File: src/rtl/out_i2s.sv
// ---------------------------------------------------------------------------
// out_i2s : I2S-style serial transmitter for a stereo DAC.
//
// Sends frames of 2*DATA_WIDTH bits, left channel first, MSB first, with no
// one-bit delay after the DACLRC change. One stereo sample can be buffered
// (pending) while the current frame shifts out of the active register. When
// no sample is waiting at a frame boundary, the block sends a zero frame and
// reports an underrun.
//
// Ports
//   BCLK          in   bit clock; all state changes on its rising edge
//   RESET_N       in   asynchronous active-low reset
//   enable        in   high: send frames back to back; low: stop at the end
//                      of the current frame
//   sample_valid  in   upstream offers left_data/right_data
//   left_data     in   left sample, two's complement
//   right_data    in   right sample, two's complement
//   sample_ready  out  pending buffer is empty (a sample is accepted on
//                      valid && ready)
//   DACDAT        out  serial data, registered
//   DACLRC        out  channel select, registered (0 = left, 1 = right)
//   frame_done    out  high while the last bit of a frame is on DACDAT
//   underrun      out  one-cycle pulse when a frame starts with no sample
// ---------------------------------------------------------------------------
module out_i2s #(
    parameter int DATA_WIDTH = 24
) (
    input  logic                  BCLK,
    input  logic                  RESET_N,
    input  logic                  enable,
    input  logic                  sample_valid,
    input  logic [DATA_WIDTH-1:0] left_data,
    input  logic [DATA_WIDTH-1:0] right_data,
    output logic                  sample_ready,
    output logic                  DACDAT,
    output logic                  DACLRC,
    output logic                  frame_done,
    output logic                  underrun
);

    localparam int         FRAME_BITS = 2 * DATA_WIDTH;
    localparam logic [5:0] K_LAST     = 6'(FRAME_BITS - 1);
    localparam logic [5:0] K_RIGHT    = 6'(DATA_WIDTH);

    typedef enum logic {
        ST_IDLE,
        ST_RUN
    } state_t;

    state_t                  state_q, state_d;
    logic [5:0]              k_q, k_d;
    logic                    pend_full_q, pend_full_d;
    logic [DATA_WIDTH-1:0]   pend_l_q, pend_l_d;
    logic [DATA_WIDTH-1:0]   pend_r_q, pend_r_d;
    // Active left/right pair held as one word so the wire order is simply
    // the MSB of the concatenation.
    logic [FRAME_BITS-1:0]   shift_q, shift_d;
    logic                    dacdat_q, dacdat_d;
    logic                    daclrc_q, daclrc_d;
    logic                    frame_done_q, frame_done_d;
    logic                    underrun_q, underrun_d;

    logic                    accept;
    logic                    last_bit;
    logic                    load;
    logic [FRAME_BITS-1:0]   frame_word;

    assign accept     = sample_valid && !pend_full_q;
    assign last_bit   = (state_q == ST_RUN) && (k_q == K_LAST);
    // A frame starts either from IDLE or seamlessly after the last bit.
    assign load       = enable && ((state_q == ST_IDLE) || last_bit);
    assign frame_word = pend_full_q ? {pend_l_q, pend_r_q} : '0;

    always_comb begin
        // NOTE: every signal gets a default before any branch, so no path
        // leaves one unassigned and no latch is inferred.
        state_d      = state_q;
        k_d          = k_q;
        shift_d      = shift_q;
        pend_full_d  = pend_full_q;
        pend_l_d     = pend_l_q;
        pend_r_d     = pend_r_q;
        dacdat_d     = dacdat_q;
        daclrc_d     = daclrc_q;
        underrun_d   = 1'b0;

        if (load) begin
            // Bit 0 of the new frame goes out on the same edge as the load.
            state_d     = ST_RUN;
            k_d         = '0;
            dacdat_d    = frame_word[FRAME_BITS-1];
            shift_d     = frame_word << 1;
            daclrc_d    = 1'b0;
            underrun_d  = !pend_full_q;
            pend_full_d = 1'b0;
        end else if (last_bit) begin
            state_d  = ST_IDLE;
            k_d      = '0;
            shift_d  = '0;
            dacdat_d = 1'b0;
            daclrc_d = 1'b0;
        end else if (state_q == ST_RUN) begin
            k_d      = k_q + 6'd1;
            dacdat_d = shift_q[FRAME_BITS-1];
            shift_d  = shift_q << 1;
            daclrc_d = (k_d >= K_RIGHT);
        end

        frame_done_d = (state_d == ST_RUN) && (k_d == K_LAST);

        // Accept only ever fills an empty buffer, so it cannot collide with
        // a load that consumes a sample; after a zero-frame load the new
        // sample waits for the next frame.
        if (accept) begin
            pend_l_d    = left_data;
            pend_r_d    = right_data;
            pend_full_d = 1'b1;
        end
    end

    always_ff @(posedge BCLK or negedge RESET_N) begin
        if (!RESET_N) begin
            // NOTE: the sample registers are cleared as well, so a reset
            // discards any buffered audio rather than only the flag.
            state_q      <= ST_IDLE;
            k_q          <= '0;
            shift_q      <= '0;
            pend_full_q  <= 1'b0;
            pend_l_q     <= '0;
            pend_r_q     <= '0;
            dacdat_q     <= 1'b0;
            daclrc_q     <= 1'b0;
            frame_done_q <= 1'b0;
            underrun_q   <= 1'b0;
        end else begin
            // NOTE: non-blocking assignments, so every register updates from
            // the values present before the edge.
            state_q      <= state_d;
            k_q          <= k_d;
            shift_q      <= shift_d;
            pend_full_q  <= pend_full_d;
            pend_l_q     <= pend_l_d;
            pend_r_q     <= pend_r_d;
            dacdat_q     <= dacdat_d;
            daclrc_q     <= daclrc_d;
            frame_done_q <= frame_done_d;
            underrun_q   <= underrun_d;
        end
    end

    assign sample_ready = !pend_full_q;
    assign DACDAT       = dacdat_q;
    assign DACLRC       = daclrc_q;
    assign frame_done   = frame_done_q;
    assign underrun     = underrun_q;

endmodule

File: config.mk
export PLATFORM = sky130hd
export DESIGN_NAME = out_i2s
export DESIGN_NICKNAME = d
export VERILOG_FILES = /design/src/rtl/out_i2s.sv
export SDC_FILE = /design/constraint.sdc
export NUM_CORES = 1
export LEC_CHECK = 0
export BUFFER_PORTS_ARGS = -buffer_cell sky130_fd_sc_hd__buf_2
export CAP_MARGIN = 10
export CORE_UTILIZATION = 40
export CTS_CLUSTER_DIAMETER = 50
export DETAILED_ROUTE_END_ITERATION = 7
export GPL_ROUTABILITY_DRIVEN = 0
export PLACE_DENSITY = 0.68
export SETUP_SLACK_MARGIN = 0.5
export SLEW_MARGIN = 5
export SYNTH_ARGS = -nofsm -noshare
export SYNTH_HDL_FRONTEND = slang
export SYNTH_SLANG_ARGS = --single-unit
File: constraint.sdc
create_clock -name BCLK -period 2.1 [get_ports BCLK]
set_input_delay 0.105 -clock BCLK [delete_from_list [all_inputs] [get_ports BCLK]]
set_output_delay 0.105 -clock BCLK [all_outputs]
set_load 0.02 [all_outputs]
==> results.sh, run 1 <==
export IMPL_status="completed"
export IMPL_io_pins=57
export IMPL_cp_arrival_ps=1770
export IMPL_fp_row_count=37
export IMPL_overflow=0
export IMPL_start_util_pct=42.02
export IMPL_fin_nets=535
export IMPL_avgSynthCellArea_sq_um=11.81
export IMPL_synth_top_family_by_area="multiplexers"
export IMPL_synthMuxAreaShare_pct=12.50
export IMPL_setup_tns_final_ps=0
export IMPL_die_area_sq_um=11460
export IMPL_synth_fa_ha_area_share_pct=0.5667
export IMPL_postRouteAntennaNets=0
export IMPL_area_growth_pct=28.71
export IMPL_ys_seq_elements=107
export IMPL_yosysWarnings=0
export IMPL_maxCapViolCount=0
export IMPL_hold_viol=0
export IMPL_synth_simple_area_share_pct=11.25
export IMPL_routed_wirelength_um=8575
export IMPL_post_place_ws_ps=210.3
export IMPL_drt_iter0_drc=117
export IMPL_cts_sinks=107
export IMPL_synth_edff_count=0
export IMPL_fin_crit_sh_pct=71.94
export IMPL_critPathKind="register to register"
export IMPL_cts_buffers=9
export IMPL_fin_cells=622
export IMPL_num_vias=3143
export IMPL_track_usage_pct=16.84
export IMPL_h_tree_depth=3
export IMPL_fillers=892
export IMPL_route_detailed_drc=0
export IMPL_drive_above_1_share_pct=30.86
export IMPL_multiInputGateArea_sq_um=1637
export IMPL_post_route_util_pct=54.08
export IMPL_via_per_inst=5.053
export IMPL_period_needed_ps=1511
export IMPL_synthCells=374
export IMPL_synthFlopType="dfrtp_1"
export IMPL_path_clk_slew_ps=100
export IMPL_setup_worst_path_start_class="register"
export IMPL_netlist_area_sq_um=4415
export IMPL_crit_fanout=14
export IMPL_clock_latency_ps=370
export IMPL_rsz0062_at_grt="false"
export IMPL_cp_end_kind="register"
export IMPL_synth_xor_xnor_area_share_pct=0.3967
export IMPL_setup_viol=0
export IMPL_wire_per_inst_um=13.79
export IMPL_power_density_nw_per_um2=1111
export IMPL_grt_pass1_vias=3265
export IMPL_final_seq_area_sq_um=2685
export IMPL_core_region_area_sq_um=10510
export IMPL_setup_slack_ps=589.2
export IMPL_holdCritPathClass="input port to register"
export IMPL_first_pass_iters=5
export IMPL_skew_ps=11.07
export IMPL_synthesis_nets=428
export IMPL_p_leak_uw=0.002749
export IMPL_antenna_found_initial=0
export IMPL_max_freq_ghz=0.6619
export IMPL_cts_root_buf="clkbuf_8"
export IMPL_maxSlewHeadroom_pct=57.63
export IMPL_async_flop_share_pct=100.0
export IMPL_dp_cells=550
export IMPL_yosysSeqAreaShare_pct=60.64
export IMPL_hpwl_um=5524
export IMPL_io_buffers=56
export IMPL_tritoncts="yes"
export IMPL_synth_compound_area_share_pct=11.25
export IMPL_required_ps=2360
export IMPL_synth_distinct_cells=36
export IMPL_fp_dieH_um=107.1
export IMPL_grt_pass1_wl_um=15060
export IMPL_irDropWorstVdd_v=0.0003936
export IMPL_slew_viol_final=0
export IMPL_p_total_uw=6315
export IMPL_grt_max_degree=52
export IMPL_clk_path_buf_depth=2
export IMPL_worstMarginPinSlew_ps=635.5
export IMPL_die_w_um=107.1
export IMPL_diodes=0
[final cells by class]
type | count | area share [%]
sequential | 107 | 47.25
multi-input combinational | 239 | 28.80
timing repair buffer | 120 | 16.14
tap | 136 | 2.994
clock buffer | 11 | 2.664
clock inverter | 5 | 1.893
inverter | 4 | 0.2642
[critical path: stages, from the launching register on]
cell	delay [ps]
dfrtp_2	450
nand2b_2	250
o21a_4	250
buf_4	190
a22oi_1	180
nand2_1	80
[synth_stat cells, types with 2 or more instances]
cell / instances / area share [%]
mux2_2: 49 / 12
dfrtp_1: 107 / 61
inv_1: 4 / 0.34
a21oi_1: 3 / 0.34
o21ai_0: 3 / 0.34
xnor2_1: 2 / 0.40
buf_4: 3 / 0.51
a22oi_1: 47 / 8.0
nand3_1: 5 / 0.57
clkbuf_1: 3 / 0.26
ha_1: 2 / 0.57
buf_2: 18 / 2.0
nor2_1: 4 / 0.34
nand2_1: 99 / 8.4
nor3b_1: 2 / 0.34
a22o_1: 3 / 0.60
[worst paths after layout]
| kind | start | endpoint | slack, ps | depth (start not counted) |
|---|---|---|---|---|
| max | k_q[4]$_DFF_PN0_ | shift_q[33]$_DFFE_PN0P_ | 590 | 5 |
| min | enable | state_q$_DFF_PN0_ | 80 | 2 |
| max reg2reg | k_q[4]$_DFF_PN0_ | shift_q[33]$_DFFE_PN0P_ | 590 | 5 |
| min reg2reg | pend_r_q[16]$_DFFE_PN0P_ | shift_q[17]$_DFFE_PN0P_ | 460 | 2 |
| max in group asynchronous | RESET_N | shift_q[36]$_DFFE_PN0P_ | 1110 | 3 |
| min in group asynchronous | RESET_N | pend_r_q[14]$_DFFE_PN0P_ | 300 | 2 |
[state kept, by name, indices dropped and copies added (netlist names)]
signal and count:
shift_q 47, pend_r_q 24, k_q 6, pend_l_q 24, DACLRC 1, frame_done 1
underrun 1, DACDAT 1, state_q 1, pend_full_q 1
[metrics by stage]
stage / hold slack, ps / cell area [sq um]
2_1_floorplan: -190.6 / 4418
3_3_place_gp: 171.7 / 4842
3_5_place_dp: 177.8 / 4842
4_1_cts: 44.11 / 5647
5_1_grt: 90.10 / 5683
6_report: 79.94 / 5683
[where the power goes]
part           total [uW]  switching, uW  internal [uW]
Sequential           3330            494           2830
Combinational        1450            593            855
Clock                1540            678            863
[cells by family (layout without fill, tap and decap cells)]
family / Yosys count / in the layout
AO/OA/AOI/OAI: 65 / 66
buffers and inverters: 29 / 140
adder cells (fa/ha/maj): 2 / 2
multiplexers: 49 / 49
AND/OR/NAND/NOR: 120 / 120
flip-flops: 107 / 107
XOR/XNOR: 2 / 2
[cell usage in the layout (no fill, tap or decap), drive strengths merged, types with 2 or more instances in the layout]
master | netlist | routed
nor2 | 5 | 5
clkbuf | 3 | 11
a22oi | 47 | 47
dlygate4sd3 | 0 | 50
a21oi | 3 | 3
dfrtp | 107 | 107
nand2 | 99 | 99
xnor2 | 2 | 2
buf | 22 | 70
bufinv | 0 | 3
a22o | 3 | 3
ha | 2 | 2
o21ai | 3 | 3
inv | 4 | 5
nor3b | 2 | 2
nand3 | 6 | 6
mux2 | 49 | 49
o21a | 1 | 2
[routing by layer]
layer | vias up | routed length [um] | track usage, %
met1 | 1555 | 3958 | 22.25
li1 | 1513 | - | -
met3 | 14 | 311 | 3.891
met2 | 61 | 4132 | 26.31
met4 | 0 | 172 | 7.828
met5 | - | 0 | 0
[repair_timing]
| action | in CTS | in global routing |
|---|---|---|
| hold endpoints to repair | 98 | 0 |
| resized for setup | 5 | 6 |
| gates cloned | 1 | 0 |
| hold buffers | 50 | 0 |
| setup endpoints to repair | 55 | 42 |
| setup buffers | 2 | 3 |
| pin swaps | 1 | 2 |
Note: power is estimated with default switching activity, not from simulation.
==> inputs of run 2 (changes only) <==
==> constraint.sdc (replaced) <==
create_clock -name BCLK -period 1.55 [get_ports BCLK]
set_input_delay 0.0775 -clock BCLK [delete_from_list [all_inputs] [get_ports BCLK]]
set_output_delay 0.0775 -clock BCLK [all_outputs]
set_load 0.02 [all_outputs]
==> run 2 against run 1 <==
Combinational power rose by 110%. Non-clock buffer count rose by 35. First-iteration DRC count rose by 36%. Sequential share of layout area fell by 7.0 points. Utilization rose by 9.3 points. Clock power rose by 6%. Die area did not move. Sequential power rose by 38%.
==> results.sh, run 2 (synthesis results as in run 1) <==
export IMPL_status="completed"
export IMPL_start_util_pct=42.02
export IMPL_reg_largest_list="shift_q: 47 flops, pend_l_q: 24 flops, pend_r_q: 24 flops"
export IMPL_largest_reg_flops=47
export IMPL_diodes=0
export IMPL_r2r_setup_slack_ps=70
export IMPL_cts_sinks=107
export IMPL_hpwl_um=6026
export IMPL_layout_commonest_cell="dfrtp_1"
export IMPL_grt_pass1_vias=3540
export IMPL_dpl_cell_area_sq_um=5248
export IMPL_irDropWorstVdd_v=0.0007544
export IMPL_cts_buffers=9
export IMPL_grt_pass1_wl_um=17390
export IMPL_setup_worst_path_start_class="register"
export IMPL_max_stage_delay_ps=400
export IMPL_clock_latency_ps=370
export IMPL_core_region_area_sq_um=10510
export IMPL_setup_tns_final_ps=0
export IMPL_num_vias=3406
export IMPL_area_growth_pct=50.95
export IMPL_die_area_sq_um=11460
export IMPL_skew_ps=17.00
export IMPL_fin_cells=656
export IMPL_wire_per_inst_um=17.27
export IMPL_fp_row_count=37
export IMPL_maxCapViolCount=0
export IMPL_top_register="shift_q"
export IMPL_drt_iter0_drc=159
export IMPL_holdCritPathClass="input port to register"
export IMPL_power_density_nw_per_um2=1398
export IMPL_stdcell_area_sq_um=6665
export IMPL_overflow=0
export IMPL_drive_above_1_share_pct=43.08
export IMPL_route_detailed_drc=0
export IMPL_critPathSlowestCell="dfrtp_2"
export IMPL_mostFrequentLayoutCells="103 x dfrtp_1, 97 x nand2_1, 53 x buf_2"
export IMPL_rsz0062_at_grt="true"
export IMPL_dp_cells=558
export IMPL_routed_wirelength_um=11330
export IMPL_tritoncts="yes"
export IMPL_fp_dieH_um=107.1
export IMPL_p_leak_uw=0.003187
export IMPL_cp_arrival_ps=1750
export IMPL_die_w_um=107.1
export IMPL_first_pass_iters=4
export IMPL_worstMarginPinSlew_ps=561.8
export IMPL_max_freq_ghz=0.6749
export IMPL_fin_crit_sh_pct=95.60
export IMPL_hold_viol=0
export IMPL_slew_viol_final=0
export IMPL_cp_end_kind="register"
export IMPL_setup_viol=0
export IMPL_fin_nets=569
export IMPL_io_pins=57
export IMPL_path_clk_slew_ps=110
export IMPL_clk_path_buf_depth=2
export IMPL_cts_root_buf="clkbuf_8"
export IMPL_io_buffers=56
export IMPL_maxSlewHeadroom_pct=62.55
export IMPL_postRouteAntennaNets=0
export IMPL_period_needed_ps=1482
export IMPL_track_usage_pct=19.75
export IMPL_crit_fanout=12
export IMPL_grt_max_degree=41
export IMPL_required_ps=1820
export IMPL_via_per_inst=5.192
export IMPL_antenna_found_initial=0
export IMPL_h_tree_depth=3
export IMPL_critPathKind="register to register"
export IMPL_path_cells="ha_4, nand2b_4, o21a_4, clkbuf_16, a22oi_1, nand2_1"
[run 2: changes by cell type in the layout (fill, tap and decap cells not counted), sizes merged]
cell / change
buf: +30
bufinv: -3
clkbuf: +4
clkinv: +3
inv: +1
o21a: -1
[run 2: final cells by class]
cell class	count	area, sq um
Sequential cell	107	2683
Tap cell	136	170.2
Clock buffer	10	137.6
Clock inverter	6	47.55
Inverter	4	15.01
Timing Repair Buffer	155	1579
Fill cell	750	3844
Multi-Input combinational cell	238	2033
[run 2: repair_timing]
action,in CTS,in global routing
hold endpoints to repair,86,0
gates resized for setup,43,18
pin swaps,9,5
hold buffers,50,0
setup endpoints to repair,108,109
gates cloned,6,6
buffers inserted,16,4
[run 2: layer usage]
metal / track usage [%] / vias up / part of all wire, %
li1: - / 1586 / -
met1: 26.26 / 1739 / 45
met2: 32.81 / 61 / 50
met3: 2.614 / 20 / 1.9
met4: 7.730 / 0 / 2.2
met5: 0 / - / 0
[run 2: power by group]
part / switching [uW] / internal, uW / total (uW)
Combinational: 1130 / 1950 / 3080
Sequential: 770 / 3830 / 4600
Clock: 992 / 647 / 1640
Total: 2890 / 6430 / 9320
[run 2: critical path, delay by kind of cell (launching register included)]
family / cells / cell delay, ps
AOI/OAI and AO/OA: 2 / 470
adders and majority gates: 1 / 180
and+or+nand+nor: 2 / 160
DFF: 1 / 400
buffers and inverters: 1 / 190
[run 2: final timing paths]
kind | depth (start not counted) | to | start
setup / recovery | 6 | shift_q[34]$_DFFE_PN0P_ | k_q[1]$_DFF_PN0_
hold / removal | 2 | state_q$_DFF_PN0_ | enable
setup reg to reg | 6 | shift_q[34]$_DFFE_PN0P_ | k_q[1]$_DFF_PN0_
hold reg to reg | 2 | shift_q[44]$_DFFE_PN0P_ | pend_l_q[19]$_DFFE_PN0P_
max in group asynchronous | 3 | shift_q[31]$_DFFE_PN0P_ | RESET_N
min in group asynchronous | 2 | pend_l_q[18]$_DFFE_PN0P_ | RESET_N
[run 2: stage by stage]
step / utilization, % / hold WS (ps) / setup WS, ps / total power, uW
CTS: 60.82 / 36.36 / 143.0 / 9105
detailed placement: 49.93 / 108.2 / 87.36 / 7014
global placement: 49.93 / 98.83 / 157.2 / 6901
finish: 63.42 / 63.61 / 68.21 / 9319
floorplan: - / -218.1 / 138.2 / 6298
global route: 63.42 / 67.24 / 2.667 / 9842
==> inputs of run 3 (changes only) <==
--- a/config.mk
+++ b/config.mk
@@ -7,6 +7,7 @@
 export LEC_CHECK = 0
 export BUFFER_PORTS_ARGS = -buffer_cell sky130_fd_sc_hd__buf_2
 export CAP_MARGIN = 10
+export CORE_MARGIN = 2
 export CORE_UTILIZATION = 40
 export CTS_CLUSTER_DIAMETER = 50
 export DETAILED_ROUTE_END_ITERATION = 7
==> run 3 against run 2 <==
Wire length increased by 1.5%. Sequential share of layout area fell by 1.7 points. Combinational power increased by 5%. Critical path type unchanged.
==> results.sh, run 3 (synthesis results as in run 1) <==
export IMPL_hold_viol=0
export IMPL_rr_startpoint="k_q[1]$_DFF_PN0_"
export IMPL_io_buffers=56
export IMPL_reg2regPathDepth=6
export IMPL_cts_buffers=9
export IMPL_setup_worst_path_start_class="register"
export IMPL_core_region_area_sq_um=10790
export IMPL_h_tree_depth=3
export IMPL_path_clk_slew_ps=100
export IMPL_antenna_found_initial=0
export IMPL_via_per_inst=5.218
export IMPL_route_detailed_drc=0
export IMPL_p_leak_uw=0.003362
export IMPL_drive_above_1_share_pct=51.62
export IMPL_num_vias=3470
export IMPL_holdWs_ps=178.3
export IMPL_worstMarginPinSlew_ps=479.0
export IMPL_routed_wirelength_um=11510
export IMPL_overflow=0
export IMPL_grt_max_degree=54
export IMPL_r2r_end="shift_q[33]$_DFFE_PN0P_"
export IMPL_diodes=0
export IMPL_setup_tns_final_ps=0
export IMPL_fp_row_count=38
export IMPL_clk_path_buf_depth=2
export IMPL_top_register="shift_q"
export IMPL_holdCritPathClass="input port to async pin"
export IMPL_mostFrequentLayoutCells="103 x dfrtp_1, 59 x nand2_1, 53 x buf_2"
export IMPL_maxCapViolCount=0
export IMPL_fin_crit_sh_pct=94.69
export IMPL_fin_nets=574
export IMPL_crit_fanout=14
export IMPL_skew_ps=9.687
export IMPL_critPathKind="register to register"
export IMPL_grt_pass1_vias=3393
export IMPL_rsz0062_at_grt="true"
export IMPL_tritoncts="yes"
export IMPL_clock_latency_ps=390
export IMPL_cts_root_buf="clkbuf_8"
export IMPL_layout_commonest_cell="dfrtp_1"
export IMPL_slew_viol_final=0
export IMPL_irDropWorstVdd_v=0.0009821
export IMPL_cp_arrival_ps=1750
export IMPL_io_pins=57
export IMPL_post_route_util_pct=64.49
export IMPL_fp_dieH_um=109.1
export IMPL_endpoint="shift_q[33]$_DFFE_PN0P_"
export IMPL_area_growth_pct=57.64
export IMPL_die_w_um=109.1
export IMPL_cts_sinks=107
export IMPL_wire_per_inst_um=17.30
export IMPL_reg_largest_list="shift_q: 47 flops, pend_l_q: 24 flops, pend_r_q: 24 flops"
export IMPL_status="completed"
export IMPL_track_usage_pct=18.78
export IMPL_setup_viol=0
export IMPL_die_area_sq_um=11900
export IMPL_cp_end_kind="register"
export IMPL_required_ps=1830
export IMPL_first_pass_iters=4
export IMPL_cp_startpoint="k_q[1]$_DFF_PN0_"
export IMPL_postRouteAntennaNets=0
export IMPL_maxSlewHeadroom_pct=68.06
export IMPL_largest_reg_flops=47
export IMPL_period_needed_ps=1468
export IMPL_hpwl_um=5770
export IMPL_r2r_setup_slack_ps=80
export IMPL_max_freq_ghz=0.6813
export IMPL_start_util_pct=40.91
export IMPL_drt_iter0_drc=202
export IMPL_grt_pass1_wl_um=16820
export IMPL_power_density_nw_per_um2=1420
[run 3: cell types whose count changed in the layout (fill, tap and decap cells not counted), sizes merged]
cell	delta
bufinv	+2
dlygate4sd3	+1
clkinvlp	+2
buf	+4
clkinv	-2
inv	-1
clkbuf	-1
[run 3: area by class of cell]
cell class | instances | area [sq um]
multi-input cells | 238 | 2241
fillers | 738 | 3832
repair buffers | 160 | 1623
flip-flops and latches | 107 | 2683
inverters | 4 | 15.01
clock inverters | 7 | 100.1
clock buffers | 9 | 123.9
well taps | 140 | 175.2
[run 3: worst min-delay path by stage]
stage                       start                        to  slack (ps)  cells past startpoint
after global routing      RESET_N   shift_q[33]$_DFFE_PN0P_         210                      2
after detailed placement  RESET_N  pend_l_q[17]$_DFFE_PN0P_          70                      1
after CTS                 RESET_N   shift_q[41]$_DFFE_PN0P_         180                      2
final                     RESET_N  pend_l_q[14]$_DFFE_PN0P_         180                      2
after floorplan           RESET_N        DACDAT$_DFFE_PN0P_        -220                      0
after global placement    RESET_N  pend_l_q[17]$_DFFE_PN0P_          60                      1
[run 3: stage by stage]
stage	total power, uW	worst slack, ps	instances	area (sq um)
after floorplan	6298	138.2	374	4788
after global placement	6885	94.02	561	5245
after detailed placement	6987	33.81	561	5245
after CTS	9358	140.6	653	6470
after global routing	10360	28.08	665	6960
final	9885	82.25	665	6960
[run 3: worst max-delay path, stage by stage, from the launching register on]
cell and delay (ps):
dfrtp_2 410, ha_4 170, nand2b_4 70, o21a_4 270
buf_12 170, a22oi_1 170, nand2_1 90
[run 3: power breakdown]
group / total (uW) / switching [uW] / internal (uW)
clock: 1940 / 1010 / 920
sequential: 4710 / 880 / 3830
combinational: 3240 / 1210 / 2030
[run 3: layer usage]
| metal | vias to the layer above | routed length [um] | part of all wire [%] | GRT usage (%) |
|---|---|---|---|---|
| met1 | 1780 | 5136 | 45 | 24.50 |
| met4 | 0 | 221 | 1.9 | 7.601 |
| met5 | - | 0 | 0 | 0 |
| li1 | 1606 | - | - | - |
| met3 | 18 | 403 | 3.5 | 4.483 |
| met2 | 66 | 5744 | 50 | 30.17 |
[run 3: timing repair]
| action | in CTS | in global routing |
|---|---|---|
| buffers inserted | 17 | 6 |
| gates resized for setup | 42 | 84 |
| hold buffers | 51 | 0 |
| pin swaps | 6 | 29 |
| gates cloned | 8 | 6 |
| hold endpoints to repair | 83 | 0 |
| setup endpoints to repair | 108 | 109 |
